<file path="src/rtl/mmio_defs.sv">
// Shared MMIO definitions: window geometry, register offsets, CTRL/STATUS
// bit positions and the timer FSM encoding.
package mmio_defs;

    // Every peripheral window is 32 bytes: eight 32-bit word registers.
    localparam int WIN_BYTES = 32;
    localparam int WIN_LSB   = 5;

    // Word offsets inside the window (addr[4:2]).
    typedef enum logic [2:0] {
        OFF_CTRL   = 3'd0,
        OFF_LOAD   = 3'd1,
        OFF_COUNT  = 3'd2,
        OFF_STATUS = 3'd3,
        OFF_PRESC  = 3'd4
    } reg_off_e;

    // CTRL register bits.
    localparam int CTRL_EN_BIT     = 0;
    localparam int CTRL_AUTO_BIT   = 1;
    localparam int CTRL_IRQ_EN_BIT = 2;

    // STATUS register bits.
    localparam int STATUS_EXP_BIT  = 0;

    // Timer FSM; RUN mirrors CTRL.EN.
    typedef enum logic {
        ST_IDLE = 1'b0,
        ST_RUN  = 1'b1
    } tmr_state_e;

endpackage

</file>
<file path="src/rtl/mmio_timer_slave_tick_gen.sv">
// Prescaler: counts cycles while enabled and pulses tick when the count
// reaches the programmed PRESC value, giving one tick every PRESC+1 cycles.
module tick_gen #(
    parameter int PRESC_W = 16
) (
    input  logic               clk,
    input  logic               reset,
    input  logic               en,
    input  logic               clr,
    input  logic [PRESC_W-1:0] presc,
    output logic               tick
);

    logic [PRESC_W-1:0] pc_q;
    logic [PRESC_W-1:0] pc_d;

    // Compare against PRESC, so pc never needs to wrap.
    assign tick = en && (pc_q == presc);

    // Next prescale count: restart on tick, on a sync clear, or while stopped.
    always_comb begin
        pc_d = pc_q + PRESC_W'(1);
        if (!en || clr || tick) begin
            pc_d = '0;
        end
    end

    // Prescale count register.
    always_ff @(posedge clk or posedge reset) begin
        if (reset) begin
            pc_q <= '0;
        end else begin
            // NOTE: sequential state uses non-blocking assignments so every flop
            // samples pre-edge values, independent of statement order.
            pc_q <= pc_d;
        end
    end

endmodule

</file>
<file path="src/rtl/mmio_timer_slave.sv">
// Memory-mapped down-counter timer with prescaler, one-shot/auto-reload modes
// and a level interrupt. Answers the data-memory protocol with one-cycle
// registered read data.
module mmio_timer_slave
    import mmio_defs::*;
#(
    parameter logic [31:0] BASE_ADDR = 32'h0000_FF00,
    parameter int          PRESC_W   = 16
) (
    input  logic        clk,
    input  logic        reset,
    input  logic [31:0] addr,
    input  logic        wr,
    input  logic [31:0] wdata,
    output logic        sel,
    output logic [31:0] rdata,
    output logic        irq
);

    tmr_state_e         state_q, state_d;
    logic               auto_q, auto_d;
    logic               irq_en_q, irq_en_d;
    logic [31:0]        load_q, load_d;
    logic [31:0]        count_q, count_d;
    logic               exp_q, exp_d;
    logic [PRESC_W-1:0] presc_q, presc_d;
    logic [31:0]        rdata_q, rdata_d;
    logic               irq_q, irq_d;

    reg_off_e offset;
    logic     wr_hit, wr_ctrl, wr_load, wr_count, wr_status, wr_presc;
    logic     running, tick, tick_clr;
    logic     unused_addr_bits;

    assign sel      = (addr[31:WIN_LSB] == BASE_ADDR[31:WIN_LSB]);
    assign offset   = reg_off_e'(addr[4:2]);
    assign running  = (state_q == ST_RUN);

    assign wr_hit    = wr && sel;
    assign wr_ctrl   = wr_hit && (offset == OFF_CTRL);
    assign wr_load   = wr_hit && (offset == OFF_LOAD);
    assign wr_count  = wr_hit && (offset == OFF_COUNT);
    assign wr_status = wr_hit && (offset == OFF_STATUS);
    assign wr_presc  = wr_hit && (offset == OFF_PRESC);

    // Byte lanes inside a word are not decoded.
    assign unused_addr_bits = ^addr[1:0];

    // Any COUNT or PRESC write restarts the prescale period.
    assign tick_clr = wr_count || wr_presc;

    tick_gen #(
        .PRESC_W (PRESC_W)
    ) u_tick_gen (
        .clk   (clk),
        .reset (reset),
        .en    (running),
        .clr   (tick_clr),
        .presc (presc_q),
        .tick  (tick)
    );

    // Next register/FSM state: W1C first, then tick, then CPU writes, so a
    // same-edge expiry beats the clear and a COUNT write beats the tick.
    always_comb begin
        // NOTE: every combinational output gets a default up front; a path that
        // leaves one unassigned would infer a latch.
        state_d  = state_q;
        auto_d   = auto_q;
        irq_en_d = irq_en_q;
        load_d   = load_q;
        count_d  = count_q;
        exp_d    = exp_q;
        presc_d  = presc_q;

        if (wr_status && wdata[STATUS_EXP_BIT]) begin
            exp_d = 1'b0;
        end

        if (tick) begin
            if (count_q > 32'd1) begin
                count_d = count_q - 32'd1;
            end else begin
                exp_d = 1'b1;
                if (auto_q) begin
                    count_d = load_q;
                end else begin
                    count_d = 32'd0;
                    state_d = ST_IDLE;
                end
            end
        end

        if (wr_ctrl) begin
            auto_d   = wdata[CTRL_AUTO_BIT];
            irq_en_d = wdata[CTRL_IRQ_EN_BIT];
            if (!wdata[CTRL_EN_BIT]) begin
                state_d = ST_IDLE;
            end else if (!running) begin
                state_d = ST_RUN;
                count_d = load_q;
            end
        end

        if (wr_load) begin
            load_d = wdata;
        end
        if (wr_count) begin
            count_d = wdata;
        end
        if (wr_presc) begin
            presc_d = wdata[PRESC_W-1:0];
        end
    end

    // Read mux on pre-edge register values; irq follows EXP & IRQ_EN by a cycle.
    always_comb begin
        rdata_d = 32'd0;
        if (sel) begin
            case (offset)
                OFF_CTRL:   rdata_d = {29'd0, irq_en_q, auto_q, running};
                OFF_LOAD:   rdata_d = load_q;
                OFF_COUNT:  rdata_d = count_q;
                OFF_STATUS: rdata_d = {31'd0, exp_q};
                OFF_PRESC:  rdata_d = 32'(presc_q);
                default:    rdata_d = 32'd0;
            endcase
        end
        irq_d = exp_q && irq_en_q;
    end

    // All architectural state, cleared asynchronously.
    always_ff @(posedge clk or posedge reset) begin
        if (reset) begin
            state_q  <= ST_IDLE;
            auto_q   <= 1'b0;
            irq_en_q <= 1'b0;
            load_q   <= 32'd0;
            count_q  <= 32'd0;
            exp_q    <= 1'b0;
            presc_q  <= '0;
            rdata_q  <= 32'd0;
            irq_q    <= 1'b0;
        end else begin
            state_q  <= state_d;
            auto_q   <= auto_d;
            irq_en_q <= irq_en_d;
            load_q   <= load_d;
            count_q  <= count_d;
            exp_q    <= exp_d;
            presc_q  <= presc_d;
            rdata_q  <= rdata_d;
            irq_q    <= irq_d;
        end
    end

    assign rdata = rdata_q;
    assign irq   = irq_q;

endmodule

</file>
<file path="config.mk">
export PLATFORM = sky130hd
export DESIGN_NAME = mmio_timer_slave
export DESIGN_NICKNAME = d
export VERILOG_FILES = /design/src/rtl/mmio_defs.sv /design/src/rtl/mmio_timer_slave_tick_gen.sv /design/src/rtl/mmio_timer_slave.sv
export SDC_FILE = /design/constraint.sdc
export NUM_CORES = 1
export LEC_CHECK = 0
export BUFFER_PORTS_ARGS = -buffer_cell sky130_fd_sc_hd__buf_2
export CORE_MARGIN = 8
export CORE_UTILIZATION = 56
export DETAILED_ROUTE_END_ITERATION = 10
export PLACE_DENSITY = 0.78
export SKIP_LAST_GASP = 1
export SYNTH_ARGS = -nofsm -noshare
export SYNTH_HDL_FRONTEND = slang
export SYNTH_HIERARCHICAL = 1
export SYNTH_SLANG_ARGS = --single-unit
</file>
<file path="constraint.sdc">
create_clock -name clk -period 4.71 [get_ports clk]
set_input_delay 0.471 -clock clk [delete_from_list [all_inputs] [get_ports clk]]
set_output_delay 0.471 -clock clk [all_outputs]
set_load 0.02 [all_outputs]
</file>
Word level (Yosys, flattened, before mapping)
Cells that the tools add are included.

Input port bits: 67. Register bits after elaboration: 133. Output and inout bits: 34.

Equal/unequal tests: 6. Magnitude comparators: 1. Multiplexer cells: 19. Reduce and logical (&&, ||, !) cells: 14. Add/sub/neg operators: 2.

Operators by type and width (count): $mux W32 (8); $pmux W32 S5 (1); $gt A32 B1 Y1 const B (1); $sub A32 B1 Y32 const B (1); $eq A27 B11 Y1 const B (1); $add A16 B1 Y16 const B (1); $eq A16 B16 Y1 (1); $mux W16 (1); $logic_and A1 B1 Y1 (9); $mux W1 (9); $eq A3 B2 Y1 const B (2); $eq A3 B1 Y1 const B (1); $eq A3 B3 Y1 const B (1); $logic_not A3 Y1 (1); $logic_or A1 B1 Y1 (3); $logic_not A1 Y1 (1).

Longest topological paths before layout
Depth in word-level cells: 7. Mapped depth: 12. Mapped depth without buffers: 10.

Modules after synthesis
The synthesis kept the hierarchy.

By module, submodules not included: mmio_timer_slave (sequential area each 2927.8 um^2, cells each 657, area an instance 6293.5 um^2, instances 1); tick_gen (sequential area each 400.4 um^2, cells each 99, area an instance 943.4 um^2, instances 1).

Worst setup path before layout
OpenSTA, ideal clock, no wires.

Kind: flip-flop to flip-flop. Start point: reg u_tick_gen.pc_q[8]. End point: reg count_q[21]. Stages on the path, launching flop included: 12. Arrival: 2.677 ns. Buffers on the path: 1. Path slack: 1.956 ns. Path through: dfrtp_1 xor2_1 nor4_1 nand2_1 nor4_1 clkbuf_1 inv_1 or4_1 or3_1 o211ai_1 o21ai_0 a21oi_1.

Cells in the longest elaborated chain, start to end: 7.

Ends and longest elaborated chain: from (decl) (line mmio_timer_slave_tick_gen.sv:14) `logic [PRESC_W-1:0] pc_q;`; from (signal assigned) (line mmio_timer_slave_tick_gen.sv:35) `pc_q <= pc_d;`; $eq A16 B16 Y1 * (line mmio_timer_slave_tick_gen.sv:18) `assign tick = en && (pc_q == presc);`; $logic_and A1 B1 Y1 * (line mmio_timer_slave_tick_gen.sv:18); net tick (line mmio_timer_slave.sv:32) `logic running, tick, tick_clr;`; $mux W32 * (line mmio_timer_slave.sv:80) `if (tick) begin`; $mux W32 (line mmio_timer_slave.sv:99) `end else if (!running) begin`; $mux W32 (line mmio_timer_slave.sv:97) `if (!wdata[CTRL_EN_BIT]) begin`; $mux W32 * (line mmio_timer_slave.sv:94) `if (wr_ctrl) begin`; $mux W32 * (line mmio_timer_slave.sv:108) `if (wr_count) begin`; net count_d[21] (line mmio_timer_slave.sv:24) `logic [31:0] count_q, count_d;`; to (signal assigned) (line mmio_timer_slave.sv:149) `count_q <= count_d;`; to (decl) (line mmio_timer_slave.sv:24).

Mark *: on every way through the listed nets, which the timed path passes. The rest lies on a longest branch. A chain may end at the register's enable or synchronous reset.

Worst setup path in the final report
Start point: reg u_tick_gen.pc_q[8]. End point: reg count_q[24].

Same word-level chain as after synthesis.

==> results.md <==
* Worst-Skew Late Latency at ~0.43 ns
* Fin crit period at 3.52 ns
* R2R Path Start: u_tick_gen/pc_q[8]
* # setup viols final at 0
* Drt total wl at approximately 21000 um
* Fin area at between 8000 and 9000 sq um
* Start point of the critical path: u_tick_gen/pc_q[8]
* Layout area overhead at 16.5%
* Sequential fraction of the synthesis area at 46.0%
* Avg Synthesized Cell Area at ~9.6 sq um
* Fin. Hold Viols at 0
* Placed standard-cell area at around 7800 sq um
* CP top delay family: simple AND/OR/NAND/NOR gates
* Status: finished clean
* Critical Path Sink Type: flop
* Largest net degree at the start of global routing at 83
* Count of pins over their slew limit at 0
* Filler cell count at approximately 1000
* Routability cong. at 0.936
* Hold crit path type: input port to asynchronous set/reset pin
* Achievable Freq at around 0.28 GHz
* Antenna violations before repair at 0
* Setup bufs post-CTS at 0
* Post_cts resized at 0
* Max incr delay on CP at approximately 0.7 ns
* Core ar. at 12600 sq um
* Storage element area at around 3300 sq um
* Final Cycle Share at around 75%
* Hold_buf cts at 0
* Final TNS setup at 0 ns
* Flops & latches, synth at 133
* Detailed Place HPWL at 14000 um
* Slew @ Worst Pin at ~1.2 ns
* Vias in the first global route at between 6000 and 7000
* CP cell instances: xor2_1, nor4_1, nand2_1, nor4_2, inv_1, nor3_1, and3_1, a221oi_1, a22oi_1
* Share of cells above drive strength 1 at between 20 and 25%
* Die Y at 130 um
* # H-tree levels at 4
* Post-synth top area cell: dfrtp_1
* CP arrival at 3.86 ns
* Post-synth net total at 826
* First-pass GRT wire length at 34200 um
* Net total in the final layout at 902
* CTS tree: done
* Slowest CP cell: and3_1
* Most frequent cells after synthesis: dfrtp_1 (133), nor2_1 (100), a22oi_1 (53)
* Clock skew at between 0.009 and 0.01 ns
* GRT Util Overall at around 26%
* Post-Synthesis Cells at around 760
* Leak pwr at 0.00358 uW
* Worst Setup Start Kind: flop
* Die footprint at 16800 sq um
* DRT iter0 DRCs at about 720
* Port bufs at 98
* Clock Sinks at around 130
* Post-Syn Area at around 7200 sq um
* Maxcap violations at 0
* Starting Density at between 50% and 60%
* Worst-path clk slew at about 0.060 ns
* Ranking of synthesized cells by area: dfrtp_1 (46%), mux2_2 (5.6%), a22oi_1 (5.5%)
* Post-synth EDFFs at 0
* Normalized max-slew margin at about 17%
* ANT cells at 0
* Drt via density at approximately 6.5
* Total gr overflow at 0
* RSZ-0062 raised after global routing: false
* Asr flop ratio synth at 100%
* DR vias at about 6600
* Pwr dens at between 300 and 400 nW/um^2
* Worst path buffer plus inverter count at 1
* Hold Slack at 0.134 ns
* YS warnings at 6
* Die X at roughly 130 um
* FP Rows at 41
* Detail Route Antenna Nets at 0
* Clock buffer depth at 2
* Setup Crit Path Kind: flop to flop
* Post-synth cell types at 60
* Total power at between 2000 and 3000 uW
* Total CTS buffers at 17
* Post-synth top flop: dfrtp_1
* WL/cell at just over 20 um
* Clk root buf: clkbuf_16
* CP required at 5.05 ns
* Crit path max fanout at 21
* DRC Markers at 0
* Count leader, synth: dfrtp_1
* Top cell type's share of synthesized area at 46.0%
* I/O Pins at slightly above 100
* Initial DRT Pass Iterations at 5
* Maximum vdd drop at 0.223 mV
* Area occupied by multi-input gates at ~3700 sq um
cells in the final DEF (no fill, tap or decap), types with 5 or more instances in the layout:
cell type,Yosys,routed
dfrtp_1,133,133
nor2_1,100,100
buf_2,11,98
a22oi_1,53,53
nand2_1,46,46
mux2_2,36,36
a21oi_1,33,33
o21ai_0,31,31
nand3_1,28,28
o22ai_1,21,21
nor4_1,22,21
nor3_1,19,19
xnor2_1,19,19
clkbuf_16,0,17
mux2_1,13,13
xor2_1,12,12
buf_4,0,12
and3_1,10,10
inv_1,11,10
or3_1,9,9
o211ai_1,7,7
o22a_1,7,7
a31oi_1,7,7
or4_1,7,7
mux2i_1,6,6
nand4_1,6,6
a221oi_1,5,5
nor2b_1,5,5
nor3b_1,5,5
nor4_2,5,5
flip-flops by register name, indices dropped and copies added (netlist names):
name	count
irq	1
running	1
exp_q	1
auto_q	1
rdata	32
u_tick_gen/pc_q	16
count_q	32
irq_en_q	1
load_q	32
presc_q	16
cell families after synthesis:
logic type	count (synthesis)	synth area share [%]
xor+xnor	31	3.75
flops	133	46.0
simple gates	278	19.5
mux	55	8.45
buf+inv	64	3.72
compound gates	192	18.1
fa+ha+maj	3	0.519
layout make-up:
class	count	share of cell area, %
clock buffer	18	5.09
clock inverter	14	2.11
inverter	11	0.520
multi-input combinational	559	43.4
sequential	133	39.5
tap	172	2.55
timing repair buffer	110	6.89
worst reg2reg max path: cells and delay by family, from the launching register on:
kind            cells  cell delay, ns
simple gates        5            1.99
buf+inv             1            0.37
flops               1            0.43
compound gates      2            0.47
xor+xnor            1            0.18
metal layers:
| layer | up-vias | global-route usage, % | part of all wire [%] |
|---|---|---|---|
| met2 | 384 | 41.2 | 48 |
| met3 | 53 | 6.00 | 9.8 |
| met1 | 3229 | 33.1 | 40 |
| met5 | - | 0 | 0 |
| li1 | 2972 | - | - |
| met4 | 0 | 11.4 | 2.6 |
power breakdown:
part | switching (uW) | total [uW] | leakage, uW | internal [uW]
combinational | 75.7 | 112 | 0.00157 | 36.2
clock | 520 | 1360 | 0.000283 | 836
sequential | 0.0000895 | 1140 | 0.00172 | 1140
total | 596 | 2610 | 0.00358 | 2020
final timing paths:
| check | cells after the start | end | slack (ns) |
|---|---|---|---|
| hold reg to reg | 1 | irq | 0.52 |
| hold / removal | 2 | u_tick_gen/pc_q[1] | 0.13 |
| min in group clk | 2 | load_q[28] | 0.29 |
| setup / recovery | 9 | count_q[24] | 1.19 |
| setup reg to reg | 9 | count_q[24] | 1.19 |
| max in group asynchronous | 3 | count_q[31] | 3.33 |
through the flow:
| stage | cells | setup slack [ns] | utilization, % |
|---|---|---|---|
| finish | 1017 | 1.19 | 66.8 |
| global route | 1017 | 0.926 | 66.8 |
| CTS | 1017 | 1.26 | 66.8 |
| detailed placement | 985 | 1.27 | 62.0 |
| global placement | 985 | 1.42 | 62.0 |
| floorplan | 756 | 1.14 | - |
No activity file was read; power rests on OpenSTA's default activity.
